### src/rtl/adpll_lock_ctrl_if.sv
// Purpose  : board-control / ADPLL-pin bundle for the ADPLL lock sequencer.
// Latency  : plain wires; all timing is owned by the sequencer that drives the outputs.
// Backpres.: none; level/strobe signals only, no handshake.
// Signals  : start, ref_clk, error (towards sequencer);
//            loop_rst, loop_en, locked, lock_lost, ref_missing, state,
//            relock_cnt, retry_cnt (from sequencer).
interface adpll_lock_ctrl_if #(
  parameter int ERR_WIDTH = 8
);
  logic                        start;
  logic                        ref_clk;
  logic signed [ERR_WIDTH-1:0] error;
  logic                        loop_rst;
  logic                        loop_en;
  logic                        locked;
  logic                        lock_lost;
  logic                        ref_missing;
  logic [1:0]                  state;
  logic [7:0]                  relock_cnt;
  logic [7:0]                  retry_cnt;

  // master: board / testbench side
  modport master (
    output start, ref_clk, error,
    input  loop_rst, loop_en, locked, lock_lost, ref_missing, state, relock_cnt, retry_cnt
  );

  // slave: the lock sequencer
  modport slave (
    input  start, ref_clk, error,
    output loop_rst, loop_en, locked, lock_lost, ref_missing, state, relock_cnt, retry_cnt
  );
endinterface

### src/rtl/adpll_lock_ctrl.sv
// Purpose  : ADPLL lock sequencer/monitor: resets, enables and supervises the loop, declares
//            lock, detects loss of lock and loss of reference, and re-acquires automatically.
// Latency  : all outputs registered; ref edge seen 3 fpga_clk cycles after ref rise, state
//            change visible 1 cycle after the causing event.
// Backpres.: none; start is a level, ref/error are sampled free-running.
// Ports    : fpga_clk_i, reset_i (async, active high); ctl_io (slave modport) carries
//            start/ref_clk/error in and loop_rst/loop_en/locked/lock_lost/ref_missing/
//            state/relock_cnt/retry_cnt out.
// Option   : define ADPLL_LOCK_STATS_EN to build the relock/retry statistics counters;
//            without it both counters read constant 0.
module adpll_lock_ctrl #(
  parameter int ERR_WIDTH     = 8,
  parameter int LOCK_THRESH   = 2,
  parameter int UNLOCK_THRESH = 8,
  parameter int LOCK_COUNT    = 64,
  parameter int UNLOCK_COUNT  = 4,
  parameter int ACQ_TIMEOUT   = 4096,
  parameter int RST_CYCLES    = 16,
  parameter int REF_TIMEOUT   = 1024,
  parameter int CNT_WIDTH     = 16
) (
  input logic               fpga_clk_i,
  input logic               reset_i,
  adpll_lock_ctrl_if.slave  ctl_io
);

  typedef enum logic [1:0] {
    ST_IDLE       = 2'd0,
    ST_RESET_LOOP = 2'd1,
    ST_ACQUIRE    = 2'd2,
    ST_LOCKED     = 2'd3
  } state_e;

  typedef logic [CNT_WIDTH-1:0] cnt_t;

  localparam logic [ERR_WIDTH-1:0] ERR_MIN = {1'b1, {(ERR_WIDTH-1){1'b0}}};
  localparam logic [ERR_WIDTH-1:0] ERR_MAX = {1'b0, {(ERR_WIDTH-1){1'b1}}};

  // Reference synchroniser: two metastability flops plus a delay flop for edge detection.
  logic ref_s1_q, ref_s2_q, ref_s3_q;
  logic ref_edge;

  always_ff @(posedge fpga_clk_i or posedge reset_i) begin
    if (reset_i) begin
      ref_s1_q <= 1'b0;
      ref_s2_q <= 1'b0;
      ref_s3_q <= 1'b0;
    end else begin
      ref_s1_q <= ctl_io.ref_clk;
      ref_s2_q <= ref_s1_q;
      ref_s3_q <= ref_s2_q;
    end
  end

  assign ref_edge = ref_s2_q & ~ref_s3_q;

  // Magnitude of the phase error; the most negative code has no positive twin and saturates.
  logic [ERR_WIDTH-1:0] err_raw;
  logic [ERR_WIDTH-1:0] abs_err;
  logic                 good_smp, bad_smp;

  assign err_raw = ctl_io.error;

  always_comb begin
    abs_err = err_raw;
    if (err_raw[ERR_WIDTH-1]) begin
      abs_err = (err_raw == ERR_MIN) ? ERR_MAX : (~err_raw + 1'b1);
    end
  end

  assign good_smp = (abs_err <= ERR_WIDTH'(LOCK_THRESH));
  assign bad_smp  = (abs_err >  ERR_WIDTH'(UNLOCK_THRESH));

  state_e state_q, state_d;
  cnt_t   cyc_q, cyc_d, edge_q, edge_d, good_q, good_d, bad_q, bad_d, wd_q, wd_d;
  cnt_t   edge_inc, good_nxt, bad_nxt, wd_inc;
  logic   wd_fire;
  logic   loop_rst_q, loop_rst_d, loop_en_q, loop_en_d, locked_q, locked_d;
  logic   lost_q, lost_d, miss_q, miss_d;

  assign edge_inc = edge_q + 1'b1;
  assign wd_inc   = wd_q + 1'b1;
  assign good_nxt = good_smp ? cnt_t'(good_q + 1'b1) : '0;
  assign bad_nxt  = bad_smp  ? cnt_t'(bad_q + 1'b1)  : '0;

  always_comb begin
    state_d = state_q;
    cyc_d   = cyc_q;
    edge_d  = edge_q;
    good_d  = good_q;
    bad_d   = bad_q;
    wd_d    = '0;
    wd_fire = 1'b0;
    lost_d  = 1'b0;
    miss_d  = ref_edge ? 1'b0 : miss_q;

    // Reference watchdog runs whenever the loop is not parked.
    if (state_q != ST_IDLE) begin
      if (ref_edge) begin
        wd_d = '0;
      end else if (wd_inc == cnt_t'(REF_TIMEOUT)) begin
        wd_fire = 1'b1;
        wd_d    = '0;
      end else begin
        wd_d = wd_inc;
      end
    end

    case (state_q)
      ST_IDLE: begin
        cyc_d = '0;
        if (ctl_io.start) state_d = ST_RESET_LOOP;
      end
      ST_RESET_LOOP: begin
        if (wd_fire) begin
          miss_d = 1'b1;
          cyc_d  = '0;    // restart the reset window
        end else if (cyc_q == cnt_t'(RST_CYCLES - 1)) begin
          state_d = ST_ACQUIRE;
          edge_d  = '0;
          good_d  = '0;
        end else begin
          cyc_d = cyc_q + 1'b1;
        end
      end
      ST_ACQUIRE: begin
        if (wd_fire) begin
          state_d = ST_RESET_LOOP;
          miss_d  = 1'b1;
          cyc_d   = '0;
        end else if (ref_edge) begin
          edge_d = edge_inc;
          good_d = good_nxt;
          // Lock is tested first so a coinciding timeout edge loses.
          if (good_nxt == cnt_t'(LOCK_COUNT)) begin
            state_d = ST_LOCKED;
            bad_d   = '0;
          end else if (edge_inc == cnt_t'(ACQ_TIMEOUT)) begin
            state_d = ST_RESET_LOOP;
            cyc_d   = '0;
          end
        end
      end
      ST_LOCKED: begin
        if (wd_fire) begin
          state_d = ST_RESET_LOOP;
          miss_d  = 1'b1;
          lost_d  = 1'b1;
          cyc_d   = '0;
        end else if (ref_edge) begin
          bad_d = bad_nxt;  // errors between thresholds clear the run without counting
          if (bad_nxt == cnt_t'(UNLOCK_COUNT)) begin
            state_d = ST_ACQUIRE;
            lost_d  = 1'b1;
            edge_d  = '0;
            good_d  = '0;
          end
        end
      end
      default: state_d = ST_IDLE;
    endcase

    // Dropping start parks the loop immediately and silently.
    if (!ctl_io.start) begin
      state_d = ST_IDLE;
      lost_d  = 1'b0;
    end

    loop_rst_d = (state_d == ST_IDLE) || (state_d == ST_RESET_LOOP);
    loop_en_d  = (state_d == ST_ACQUIRE) || (state_d == ST_LOCKED);
    locked_d   = (state_d == ST_LOCKED);
  end

  always_ff @(posedge fpga_clk_i or posedge reset_i) begin
    if (reset_i) begin
      state_q    <= ST_IDLE;
      cyc_q      <= '0;
      edge_q     <= '0;
      good_q     <= '0;
      bad_q      <= '0;
      wd_q       <= '0;
      loop_rst_q <= 1'b1;
      loop_en_q  <= 1'b0;
      locked_q   <= 1'b0;
      lost_q     <= 1'b0;
      miss_q     <= 1'b0;
    end else begin
      state_q    <= state_d;
      cyc_q      <= cyc_d;
      edge_q     <= edge_d;
      good_q     <= good_d;
      bad_q      <= bad_d;
      wd_q       <= wd_d;
      loop_rst_q <= loop_rst_d;
      loop_en_q  <= loop_en_d;
      locked_q   <= locked_d;
      lost_q     <= lost_d;
      miss_q     <= miss_d;
    end
  end

`ifdef ADPLL_LOCK_STATS_EN
  logic [7:0] relock_q, retry_q;
  logic       retry_evt;

  // Only a genuine acquisition timeout counts as a retry, not a watchdog restart.
  assign retry_evt = (state_q == ST_ACQUIRE) && (state_d == ST_RESET_LOOP) && !wd_fire;

  always_ff @(posedge fpga_clk_i or posedge reset_i) begin
    if (reset_i) begin
      relock_q <= '0;
      retry_q  <= '0;
    end else begin
      if (lost_d && (relock_q != 8'hFF)) relock_q <= relock_q + 1'b1;
      if (retry_evt && (retry_q != 8'hFF)) retry_q <= retry_q + 1'b1;
    end
  end

  assign ctl_io.relock_cnt = relock_q;
  assign ctl_io.retry_cnt  = retry_q;
`else
  assign ctl_io.relock_cnt = 8'd0;
  assign ctl_io.retry_cnt  = 8'd0;
`endif

  assign ctl_io.state       = state_q;
  assign ctl_io.loop_rst    = loop_rst_q;
  assign ctl_io.loop_en     = loop_en_q;
  assign ctl_io.locked      = locked_q;
  assign ctl_io.lock_lost   = lost_q;
  assign ctl_io.ref_missing = miss_q;

endmodule
### src/flat_wrapper.sv
// flat-port wrapper written by rule: the top's interface ports become plain ports
module adpll_lock_ctrl_flat 
#(
  parameter int ERR_WIDTH     = 8,
  parameter int LOCK_THRESH   = 2,
  parameter int UNLOCK_THRESH = 8,
  parameter int LOCK_COUNT    = 64,
  parameter int UNLOCK_COUNT  = 4,
  parameter int ACQ_TIMEOUT   = 4096,
  parameter int RST_CYCLES    = 16,
  parameter int REF_TIMEOUT   = 1024,
  parameter int CNT_WIDTH     = 16
)
  (fpga_clk_i, reset_i, ctl_io_start, ctl_io_ref_clk, ctl_io_error, ctl_io_loop_rst, ctl_io_loop_en, ctl_io_locked, ctl_io_lock_lost, ctl_io_ref_missing, ctl_io_state, ctl_io_relock_cnt, ctl_io_retry_cnt);
  adpll_lock_ctrl_if #(.ERR_WIDTH(ERR_WIDTH)) ctl_io_i ();
  input logic fpga_clk_i;
  input logic reset_i;
  input wire logic [$bits(ctl_io_i.start)-1:0] ctl_io_start;
  input wire logic [$bits(ctl_io_i.ref_clk)-1:0] ctl_io_ref_clk;
  input wire logic [$bits(ctl_io_i.error)-1:0] ctl_io_error;
  output wire logic [$bits(ctl_io_i.loop_rst)-1:0] ctl_io_loop_rst;
  output wire logic [$bits(ctl_io_i.loop_en)-1:0] ctl_io_loop_en;
  output wire logic [$bits(ctl_io_i.locked)-1:0] ctl_io_locked;
  output wire logic [$bits(ctl_io_i.lock_lost)-1:0] ctl_io_lock_lost;
  output wire logic [$bits(ctl_io_i.ref_missing)-1:0] ctl_io_ref_missing;
  output wire logic [$bits(ctl_io_i.state)-1:0] ctl_io_state;
  output wire logic [$bits(ctl_io_i.relock_cnt)-1:0] ctl_io_relock_cnt;
  output wire logic [$bits(ctl_io_i.retry_cnt)-1:0] ctl_io_retry_cnt;
  assign ctl_io_i.start = ctl_io_start;
  assign ctl_io_i.ref_clk = ctl_io_ref_clk;
  assign ctl_io_i.error = ctl_io_error;
  assign ctl_io_loop_rst = ctl_io_i.loop_rst;
  assign ctl_io_loop_en = ctl_io_i.loop_en;
  assign ctl_io_locked = ctl_io_i.locked;
  assign ctl_io_lock_lost = ctl_io_i.lock_lost;
  assign ctl_io_ref_missing = ctl_io_i.ref_missing;
  assign ctl_io_state = ctl_io_i.state;
  assign ctl_io_relock_cnt = ctl_io_i.relock_cnt;
  assign ctl_io_retry_cnt = ctl_io_i.retry_cnt;
  adpll_lock_ctrl #(.ERR_WIDTH(ERR_WIDTH), .LOCK_THRESH(LOCK_THRESH), .UNLOCK_THRESH(UNLOCK_THRESH), .LOCK_COUNT(LOCK_COUNT), .UNLOCK_COUNT(UNLOCK_COUNT), .ACQ_TIMEOUT(ACQ_TIMEOUT), .RST_CYCLES(RST_CYCLES), .REF_TIMEOUT(REF_TIMEOUT), .CNT_WIDTH(CNT_WIDTH)) u_core (.fpga_clk_i(fpga_clk_i), .reset_i(reset_i), .ctl_io(ctl_io_i));
endmodule
### config.mk
export PLATFORM = sky130hd
export DESIGN_NAME = adpll_lock_ctrl_flat
export DESIGN_NICKNAME = d
export VERILOG_FILES = /design/src/rtl/adpll_lock_ctrl_if.sv /design/src/rtl/adpll_lock_ctrl.sv /design/src/flat_wrapper.sv
export SDC_FILE = /design/constraint.sdc
export NUM_CORES = 1
export LEC_CHECK = 0
export BUFFER_PORTS_ARGS = -buffer_cell sky130_fd_sc_hd__buf_2
export CAP_MARGIN = 20
export CORE_MARGIN = 8
export CORE_UTILIZATION = 25
export DETAILED_ROUTE_END_ITERATION = 7
export PLACE_DENSITY_LB_ADDON = 0.15
export SYNTH_ARGS = -nofsm -noshare
export SYNTH_HDL_FRONTEND = slang
export SYNTH_SLANG_ARGS = --single-unit
### constraint.sdc
create_clock -name fpga_clk_i -period 3 [get_ports fpga_clk_i]
set_clock_uncertainty 0.1 [all_clocks]
set_input_delay 0.75 -clock fpga_clk_i [delete_from_list [all_inputs] [get_ports fpga_clk_i]]
set_output_delay 0.75 -clock fpga_clk_i [all_outputs]
set_load 0.01 [all_outputs]
* After elaboration in Yosys (flattened, before gate mapping)
Cells that the tools add are included.
Word-level totals: register bits after elaboration 90, bits in latches 0, bits in writable memories 0, ROM bits 0, output and inout port bits 23, word-level logic and storage cells 115, memories 0
Cells by class: add/subtract/negate cells 6, multipliers 0, div/mod/pow operators 0, order comparisons 2, equality and inequality tests 25, shift-type cells 0, mux-type cells 54, bitwise gates (word level) 3, reduce and logical (&&, ||, !) cells 11
Operators by type and width (count):
- $mux 16 | 26
- $pmux 16 s3 | 2
- $add 16x1->16 const B | 5
- $pmux 16 s4 | 1
- $pmux 16 s2 | 1
- $mux 2 | 10
- $eq 16x11->1 const B | 1
- $eq 16x13->1 const B | 1
- $eq 16x3->1 const B | 1
- $eq 16x4->1 const B | 1
- $eq 16x7->1 const B | 1
- $mux 8 | 2
- $ne 2x1->1 const B | 6
- $mux 1 | 11
- $add 8x1->8 const B | 1
- $eq 2x2->1 const B | 4
- $eq 8x8->1 const B | 1
- $gt 8x4->1 const B | 1
- $le 8x2->1 const B | 1
- $not 8->8 | 1
- $pmux 2 s4 | 1
- $reduce_and 8->1 | 1
- $ne 2x2->1 const B | 3
- $ne 3x1->1 const B | 2
- other kinds (11) | 16

* Longest topological paths before layout
Gate-level depths: netlist of the first run.
depth in word-level cells 14, gate-level depth with buffers 12, gate-level depth less buffers 10

* Worst setup path before layout of the first run
OpenSTA, ideal clock, no wires.
path type input -> register, start input ctl_io_error[0], end register u_core.bad_q[8], setup time 0.134 ns, arrival time 2.982 ns, path slack -0.216 ns, cell stages on the path 11, buffers on the path 1, cell sequence inv_1 ha_1 nor3b_1 xnor2_1 o31ai_1 nand4_1 a2111oi_2 o21bai_1 clkbuf_1 o21ai_0 o41ai_1
Between the ends: cells in the longest elaborated chain, start to end 9
Ends and longest elaborated chain:
- from (decl) | RTL line flat_wrapper.sv:20 | input wire logic [$bits(ctl_io_i.error)-1:0] ctl_io_error;
- $not 8->8 | RTL line adpll_lock_ctrl.sv:67 | abs_err = (err_raw == ERR_MIN) ? ERR_MAX : (~err_raw + 1'b1);
- $add 8x1->8 | RTL line adpll_lock_ctrl.sv:67
- $mux 8 | RTL line adpll_lock_ctrl.sv:67
- $mux 8 (*) | RTL line adpll_lock_ctrl.sv:66 | if (err_raw[ERR_WIDTH-1]) begin
- $le 8x2->1 / $gt 8x4->1 (equally long branches) | RTL line adpll_lock_ctrl.sv:71, adpll_lock_ctrl.sv:72
- $mux 16 (on tied branches) | RTL line adpll_lock_ctrl.sv:83, adpll_lock_ctrl.sv:84
- $eq 16x7->1 / $mux 16 (equally long branches) | RTL line adpll_lock_ctrl.sv:135, adpll_lock_ctrl.sv:150
- $ne 2x1->1 (no source line) / $mux 16 (equally long branches)
- $reduce_and 6->1 (no source line) / $pmux 16 s2 (equally long branches)
- to (signal assigned) | RTL line adpll_lock_ctrl.sv:180 | bad_q <= '0;
- to (signal assigned) | RTL line adpll_lock_ctrl.sv:192 | bad_q <= bad_d;
- to (decl) | RTL line adpll_lock_ctrl.sv:75 | cnt_t cyc_q, cyc_d, edge_q, edge_d, good_q, good_d, bad_q, bad_d, wd_q, wd_d;
Mark *: on every way between the ends. The rest lies on a longest branch, timed or not. The select of a mux whose other input is x is not followed. A chain may end at the register's enable or synchronous reset.

* Worst setup path after layout of the first run
start register u_core.edge_q[6], end register u_core.cyc_q[0]
Between the ends: cells in the longest elaborated chain, start to end 4
Ends and longest elaborated chain:
- from (decl) | RTL line adpll_lock_ctrl.sv:75
- from (signal assigned) | RTL line adpll_lock_ctrl.sv:190 | edge_q <= edge_d;
- $add 16x1->16 | RTL line adpll_lock_ctrl.sv:81 | assign edge_inc = edge_q + 1'b1;
- $eq 16x13->1 | RTL line adpll_lock_ctrl.sv:138 | end else if (edge_inc == cnt_t'(ACQ_TIMEOUT)) begin
- $ne 3x1->1 (no source line)
- $reduce_and 5->1 (no source line)
- to (signal assigned) | RTL line adpll_lock_ctrl.sv:189 | cyc_q <= cyc_d;
- to (decl) | RTL line adpll_lock_ctrl.sv:75
No other way between the ends.

==> results of run 1 <==
==> flip-flops by register name, summed over array words and instances, names as in the netlist <==
name                       flops
u_core.bad_q                  16
u_core.ctl_io.lock_lost        1
u_core.ctl_io.locked           1
u_core.ctl_io.loop_en          1
u_core.ctl_io.loop_rst         1
u_core.ctl_io.ref_missing      1
u_core.ctl_io.state            2
u_core.cyc_q                  16
u_core.edge_q                 16
u_core.good_q                 16
u_core.ref_s1_q                1
u_core.ref_s2_q                1
u_core.ref_s3_q                1
u_core.wd_q                   16
==> final cells by class <==
cell class / count / area (µm²) / area share (%)
Clock buffer: 11 / 243 / 3.39
Clock inverter: 3 / 17.5 / 0.245
Inverter: 11 / 45.0 / 0.630
Multi-Input combinational cell: 565 / 3470 / 48.5
Sequential cell: 90 / 2260 / 31.6
Tap cell: 319 / 399 / 5.58
Timing Repair Buffer: 98 / 719 / 10.1
==> cell usage in the layout, fill, tap and decap left out, drive strengths merged, types with 8 or more instances in the layout <==
master	Yosys	routed
nor3	14	14
a21oi	23	23
xnor2	13	13
xor2	14	14
or3	17	17
inv	11	10
dfrtp	89	89
o21ai	71	71
nor4	8	8
a221o	9	9
and2	8	8
conb	1	16
nand3	28	28
buf	30	98
nand2	82	82
clkbuf	27	11
and4	9	9
or2	8	8
a31oi	28	28
and3	12	12
nand4	25	25
o2bb2ai	12	12
nor2	77	77
==> cell families (layout without fill, tap and decap cells) <==
group | count (synthesis) | in the layout | share of synthesized area [%]
AOI/OAI and AO/OA | 192 | 192 | 21.7
xor gates and xnor gates | 27 | 27 | 4.02
adders and majority gates | 6 | 6 | 1.28
buffers and inverters | 68 | 123 | 5.72
DFF | 90 | 90 | 38.3
muxes | 8 | 8 | 1.51
other | 1 | 16 | 0.0638
and+or+nand+nor | 316 | 316 | 27.4
==> metal layers <==
metal	wire length (µm)	vias to the layer above	track usage, %
met3	480	18	2.00
met5	0	-	0
met1	8060	2727	15.4
li1	-	2718	-
met4	379	0	4.69
met2	7910	98	19.5
==> repair_timing <==
action / CTS / global route
setup buffers: 0 / 1
pin swaps: 0 / 1
gates resized for setup: 6 / 22
endpoints found under the setup margin: 14 / 44
==> stage by stage <==
step | setup WS (ns) | power, mW | hold slack (ns) | TNS, ns
after global placement | -0.144 | 1.40 | 0.238 | -4.95
final | 0.0676 | 2.42 | 0.225 | 0
after CTS | 0.00274 | 2.48 | 0.219 | 0
after detailed placement | -0.212 | 1.40 | 0.240 | -6.31
after floorplan | 0.0145 | 1.35 | 0.231 | 0
after global routing | -0.0263 | 2.54 | 0.222 | -0.123
==> worst paths after layout <==
kind / from / to / slack (ns) / cells after the start
worst min register to register: u_core.ref_s1_q$_DFF_PP0_ / u_core.ref_s2_q$_DFF_PP0_ / 0.25 / 0
max in group asynchronous: reset_i / u_core.edge_q[4]$_DFFE_PP0P_ / 1.66 / 3
worst min-delay path: reset_i / u_core.cyc_q[6]$_DFFE_PP0P_ / 0.23 / 2
worst max-delay path: u_core.edge_q[6]$_DFFE_PP0P_ / u_core.cyc_q[0]$_DFFE_PP0P_ / 0.07 / 7
min in group fpga_clk_i: u_core.ref_s1_q$_DFF_PP0_ / u_core.ref_s2_q$_DFF_PP0_ / 0.25 / 0
worst max register to register: u_core.edge_q[6]$_DFFE_PP0P_ / u_core.cyc_q[0]$_DFFE_PP0P_ / 0.07 / 7
==> power groups by stage <==
stage	clock network, mW	logic [mW]	registers (mW)
after global routing	1.14	0.168	1.23
after global placement	0	0.145	1.25
after CTS	1.10	0.148	1.23
after floorplan	0	0.0973	1.25
after detailed placement	0	0.147	1.25
final	1.04	0.148	1.23
==> results summary, run 1 <==
The floorplan step set the die height to 169 µm. STA puts the critical path data required time at 3.13 ns. The count of final max-slew check failures was 0. The relative contribution of combinational cells to total power came out at 6.1%. The number of non-filler instances in the completed layout came out at 1097.

The largest net degree at the start of global routing is 47. The total global routing track utilization came out at 11.9%. The total of fill cells in the finished design came out at 2451. The net switching share of the total power came out at 23.7%. The routed wirelength normalized by instance count came out at 15.3 µm.

By area the synthesized netlist is led by sky130_fd_sc_hd__dfrtp_1, sky130_fd_sc_hd__o21ai_0, sky130_fd_sc_hd__nand2_1. The total number of vias came out at 5561. The master of the slowest instance on the critical path is sky130_fd_sc_hd__or4b_4.

The minimum clock period came out at 2.93 ns. The number of remaining DRC errors is 0. The clock-pin slew reported for the worst setup and hold paths after clock tree synthesis is 0.07 ns. For this design the total switching power over the nets is 575 µW. The signal on the critical path passes through or3_4 -> or3_4 -> a2111oi_4 -> or4b_4 -> o21ba_1 -> or2_4 -> mux2_4.

Summing every instance area after synthesis gives 5880 µm². Timing would allow up to 341 MHz. The share of post-route cells with drive strength above 1 is 20.1%.

The maximum VDD drop is 0.000213 V. The sequential group share of total power came out at 50.8%. Among cell families on the critical path, the largest total delay comes from simple AND/OR/NAND/NOR gates.

The total wire length is 16.8 mm. The total I/O pin count is 35. CTS placed an instance of sky130_fd_sc_hd__clkbuf_16 at the clock tree root. Summed over all cells, the static leakage comes to 2.94 nW.

The tightest slew margin relative to the limit is 57.0%. In this run, CTS created clock tree buffers numbering 9. In this run the standard cell core region covers 23300 µm². The post-synthesis to final-layout area growth is 21.7%. Of all nets on the critical path, the largest fanout is 6. In this run the core area contains 56 standard-cell rows. Yosys mapped a number of flops with a built-in enable equal to 0. The clock latency on the worst-skew pair came out at 0.34 ns. The hold violation count in the final report is 0. The post-synthesis cell count came out at 708. The number of buffer and inverter instances along the worst setup path is 0. The peak per-stage delay on the critical path came out at 0.51 ns. The run finished with clean final reports. For this run, the post-layout net count is 793.

The largest total area in the synthesized netlist belongs to sky130_fd_sc_hd__dfrtp_1. Buffers inserted to repair hold after CTS numbered 0. The kind of capture point of the worst setup path is a flip-flop.

The critical path arrival came out at 3.06 ns. For this run, asynchronously set or reset flops after synthesis account for 100%. The worst hold path class is primary input to async pin.

The cell total after placement came out at 1082. The die area is 28700 µm². The fraction of power consumed by the clock network is 43.0%. After the first detailed-routing iteration, the DRC count stood at 394. The placed standard-cell area is 6770 µm².

Summed over all layers, the global routing overflow is 0. The count of buffers from port buffering came out at 18. 0 antenna diodes ended up in the layout. The most common cell in the synthesized netlist is sky130_fd_sc_hd__dfrtp_1. Setup violations remaining at the end of the flow were counted as 0.

By count the netlist is led by sky130_fd_sc_hd__dfrtp_1, sky130_fd_sc_hd__nand2_1, sky130_fd_sc_hd__nor2_1. Among all flip-flop cells after synthesis, the most frequent one is sky130_fd_sc_hd__dfrtp_1. The Yosys warning count came out at 0. The cell that appears most often on the critical path is sky130_fd_sc_hd__or3_4.

The H-tree generated during clock tree synthesis spans 3 levels. The sequential share of the synthesized area came out at 38.3%. The detail-routed via count per cell is 5.07.

The worst setup path is launched from a flip-flop. Setup repair after global routing could not meet its margin everywhere. The number of antenna violations at the first check in global routing is 0. In this run the remaining antenna-violating nets after routing total 0. No sink is reached through more buffers than the 2 on the longest clock path. The number of clock sinks seen by CTS is 90. Cell internal power was estimated by the tool at 1.85 mW. The type of the setup path with the least slack is flip-flop to flip-flop.

The final critical-path share of the clock period is 97.7%. The horizontal die dimension came out at 169 µm. Each instance of the synthesized netlist takes up on average 8.30 µm². The wire length of the first global-routing pass is 27.7 mm. The power per unit of standard cell area is 339 nW/µm². The area share of the leading cell type in the synthesized netlist is 37.9%.

The cell area after layout is 7150 µm². The number of unique standard cell types used by synthesis came out at 71. TritonCTS built the clock tree.

The via count of the first global-routing pass came out at 5284. After legalization and detailed placement, the total HPWL measured 12.2 mm. The initial cell density of the core came out at 25.3%. Before antenna repair, the detailed router went through 5 iterations. The reported max-cap violation count is 0. Cells fill 30.8% of the core in the end. At the pin with the least slew margin, the transition time is 0.644 ns. The global placement routability congestion came out at 0.749.

After synthesis the netlist holds a flip-flop and latch count of 90.
No activity file was read; power rests on OpenSTA's default activity.
==> inputs of run 2 (changes only) <==
CTS_BUF_LIST = sky130_fd_sc_hd__clkbuf_4 sky130_fd_sc_hd__clkbuf_8   (was default)
GPL_TIMING_DRIVEN = 1   (was default)
==> run 2 against run 1 <==
  * Worst setup slack worse by 0.021 ns
  * Via count up 0.31%
  * Hold slack worse by 0.042 ns
  * Flip-flop and latch count unchanged
  * Cell count about the same
  * Die area unchanged
  * Critical path depth unchanged
  * Sequential power about the same
  * Critical path type unchanged
  * Critical endpoint unchanged
==> results summary, run 2 (synthesized netlist as in run 1, its figures left out) <==
TritonCTS built the clock tree. The pre-CTS worst setup slack is -0.212 ns (unchanged). The setup slack of the worst register-to-register path came out at 0.05 ns (-0.02 ns). In this run the critical register-to-register path is captured at u_core.cyc_q[0]$_DFFE_PP0P_. The routed wirelength normalized by instance count came out at 15.4 µm (+0.24%). The total I/O pin count is 35 (unchanged). The global placement routability congestion is 0.749 (unchanged). The most used routing layer is met2. The wire length of the first global-routing pass is 27.7 mm (-0.22%). The initial cell density of the core is 25.3% (unchanged). The clock-pin slew reported for the worst setup and hold paths after clock tree synthesis came out at 0.10 ns (+0.03 ns).

The transition time at the pin with the least slew margin came out at 0.651 ns (+0.00643 ns). The number of setup violations in the final report is 0 (unchanged). Among cell families on the critical path, the largest total delay comes from simple AND/OR/NAND/NOR gates. The data required time of the critical path is 3.17 ns (+0.04 ns). For this design, the slowest cell found on the critical path is sky130_fd_sc_hd__or4b_4. In this run the worst hold path is classified as primary input to async pin. The via count of the first global-routing pass came out at 5281 (-0.057%). The detail-routed via count per cell came to 5.08 (+0.21%). The total wire length was 16.9 mm (+0.33%).

The tree is rooted in a sky130_fd_sc_hd__clkbuf_8. The maximum level of the CTS H-tree came out at 3 (unchanged). The run finished with clean final reports. The leakage component of the power was 2.90 nW (-1.3%). The worst reg2reg path startpoint is u_core.edge_q[6]$_DFFE_PP0P_. The hold violation count in the final report is 0 (unchanged). The maximum VDD drop came out at 0.000182 V (-15%).

The most prevalent standard cell on the critical path is sky130_fd_sc_hd__or3_4. The critical path goes through or3_4 -> or3_4 -> a2111oi_4 -> or4b_4 -> o21ba_1 -> or2_4 -> mux2_4. Leaving out fill and tap cells, the most frequent cell in the layout is sky130_fd_sc_hd__dfrtp_1. The total global routing track utilization came out at 12.0% (+0.055 points). The final critical-path share of the clock period came out at 98.5% (+0.70 points). The critical path arrival was 3.12 ns (+0.06 ns). The routing usage on met2 is 19.5% (+0.053 points).

The worst reg2reg path depth is 7 (unchanged). The power per unit of standard cell area came to 304 nW/µm² (-10%). The DRC violation total after the first TritonRoute iteration came out at 413 (+4.8%).

The largest buffer count on any clock path was 2 (unchanged). The total congestion overflow came out at 0 (unchanged). The highest achievable clock rate came out at 339 MHz (-0.72%).

The final antenna diode count came out at 0 (unchanged). The total core area is 23300 µm² (unchanged). The number of remaining DRC errors is 0 (unchanged). The antenna violation net count after detailed routing is 0 (unchanged). The number of antenna violations at the first check in global routing came out at 0 (unchanged).

The standard-cell row count is 56 (unchanged). The share of post-route cells with drive strength above 1 came to 20.0% (-0.026 points). The total of fill cells in the finished design was 2467 (+0.65%). The net total in the final layout came out at 794 (+0.13%). The horizontal die dimension is 169 µm (unchanged).

The first-pass detailed-route iteration total is 5 (unchanged). The die area came to 28700 µm² (unchanged). The count of final max-slew check failures is 0 (unchanged).

The maximum fanout along the worst path is 6 (unchanged). The tightest slew margin relative to the limit came out at 56.6% (-0.43 points). The reported max-cap violation count is 0 (unchanged). The worst hold slack after final layout is 0.183 ns (-0.0419 ns). The clock latency on the worst-skew pair was 0.37 ns (+0.03 ns).

The post-detailed-placement half-perimeter wirelength came out at 12.2 mm (unchanged). STA classifies the critical path endpoint as a flip-flop. The placed standard-cell area came out at 6770 µm² (unchanged). The total number of vias came to 5578 (+0.31%). The number of CTS-inserted buffers came to 9 (unchanged).

The post-route worst setup slack came out at 0.0465 ns (-0.0211 ns). The area used by multi-input combinational logic came to 3450 µm² (-0.65%). STA classifies the critical path startpoint as a flip-flop. The met1 usage in global routing was 15.4% (-0.097 points). Leaving out fill and tap cells, the most frequent cells in the layout are sky130_fd_sc_hd__dfrtp_1, sky130_fd_sc_hd__nand2_1, sky130_fd_sc_hd__buf_4, sky130_fd_sc_hd__nor2_1, sky130_fd_sc_hd__o21ai_0. The count of buffers from port buffering is 18 (unchanged). The number of clock sinks seen by CTS came out at 90 (unchanged).

The minimum clock period came out at 2.95 ns (+0.0211 ns). The area taken by flip-flops and latches is 2260 µm² (unchanged). The peak per-stage delay on the critical path is 0.51 ns (about the same). The number of buffer and inverter instances along the worst setup path was 0 (unchanged). The vertical die dimension is 169 µm (unchanged).

Setup repair after global routing could not meet its margin everywhere. The cell area after layout is 7040 µm² (-1.6%). The area growth from synthesis to layout is 19.8%. The fraction of met3 tracks used by global routing is 2.07% (+0.070 points). By startpoint and endpoint, the worst setup path is classified as flip-flop to flip-flop. The largest net degree at the start of global routing came out at 47 (unchanged).
-- run 2: area by class of cell --
type,count,area share (%)
Clock inverter,3,0.249
Inverter,11,0.640
Tap cell,319,5.67
Sequential cell,90,32.1
Timing Repair Buffer,99,10.3
Clock buffer,11,2.06
Multi-Input combinational cell,565,48.9
-- run 2: report_power, final --
group	leakage (nW)	internal (mW)	switching [mW]	total [mW]
logic	1.67	0.0529	0.0960	0.149
registers	1.15	1.22	0.00900	1.23
clock network	0.0845	0.322	0.439	0.761
-- run 2: metrics by stage --
step | TNS, ns | power, mW | instances | util [%]
floorplan | 0 | 1.35 | 723 | -
global placement | -4.95 | 1.40 | 1082 | 29.1
detailed placement | -6.31 | 1.40 | 1082 | 29.1
CTS | 0 | 2.20 | 1097 | 29.9
global route | -0.175 | 2.25 | 1098 | 30.3
finish | 0 | 2.14 | 1098 | 30.3
-- run 2: worst reg2reg max path: cells and delay by family (launching register included) --
family          cells  cell delay, ns
compound gates      2            0.56
flops               1            0.41
mux                 1            0.26
simple gates        4            1.52
-- run 2: timing repair --
item,in CTS,in global routing
setup buffers,1,1
pin swaps,0,2
endpoints found under the setup margin,15,45
hold endpoints to repair,0,0
hold buffers,0,0
resized for setup,6,19
-- run 2: worst max path at each step --
stage                                   to                    startpoint  cells past startpoint  slack, ns
2_1_floorplan  u_core.bad_q[8]$_DFFE_PP0P_               ctl_io_error[0]                     11       0.01
3_3_place_gp   u_core.cyc_q[0]$_DFFE_PP0P_               ctl_io_error[1]                     12      -0.14
3_5_place_dp   u_core.cyc_q[0]$_DFFE_PP0P_               ctl_io_error[1]                     12      -0.21
4_1_cts        u_core.cyc_q[1]$_DFFE_PP0P_  u_core.edge_q[3]$_DFFE_PP0P_                      8       0.01
5_1_grt        u_core.cyc_q[0]$_DFFE_PP0P_  u_core.edge_q[0]$_DFFE_PP0P_                     10      -0.03
6_report       u_core.cyc_q[0]$_DFFE_PP0P_  u_core.edge_q[6]$_DFFE_PP0P_                      7       0.05
-- run 2: metal layers --
metal	part of all wire, %	wire (µm)
met3	3.5	592
met5	0	0
met4	2.3	391
met2	47	7960
met1	47	7950
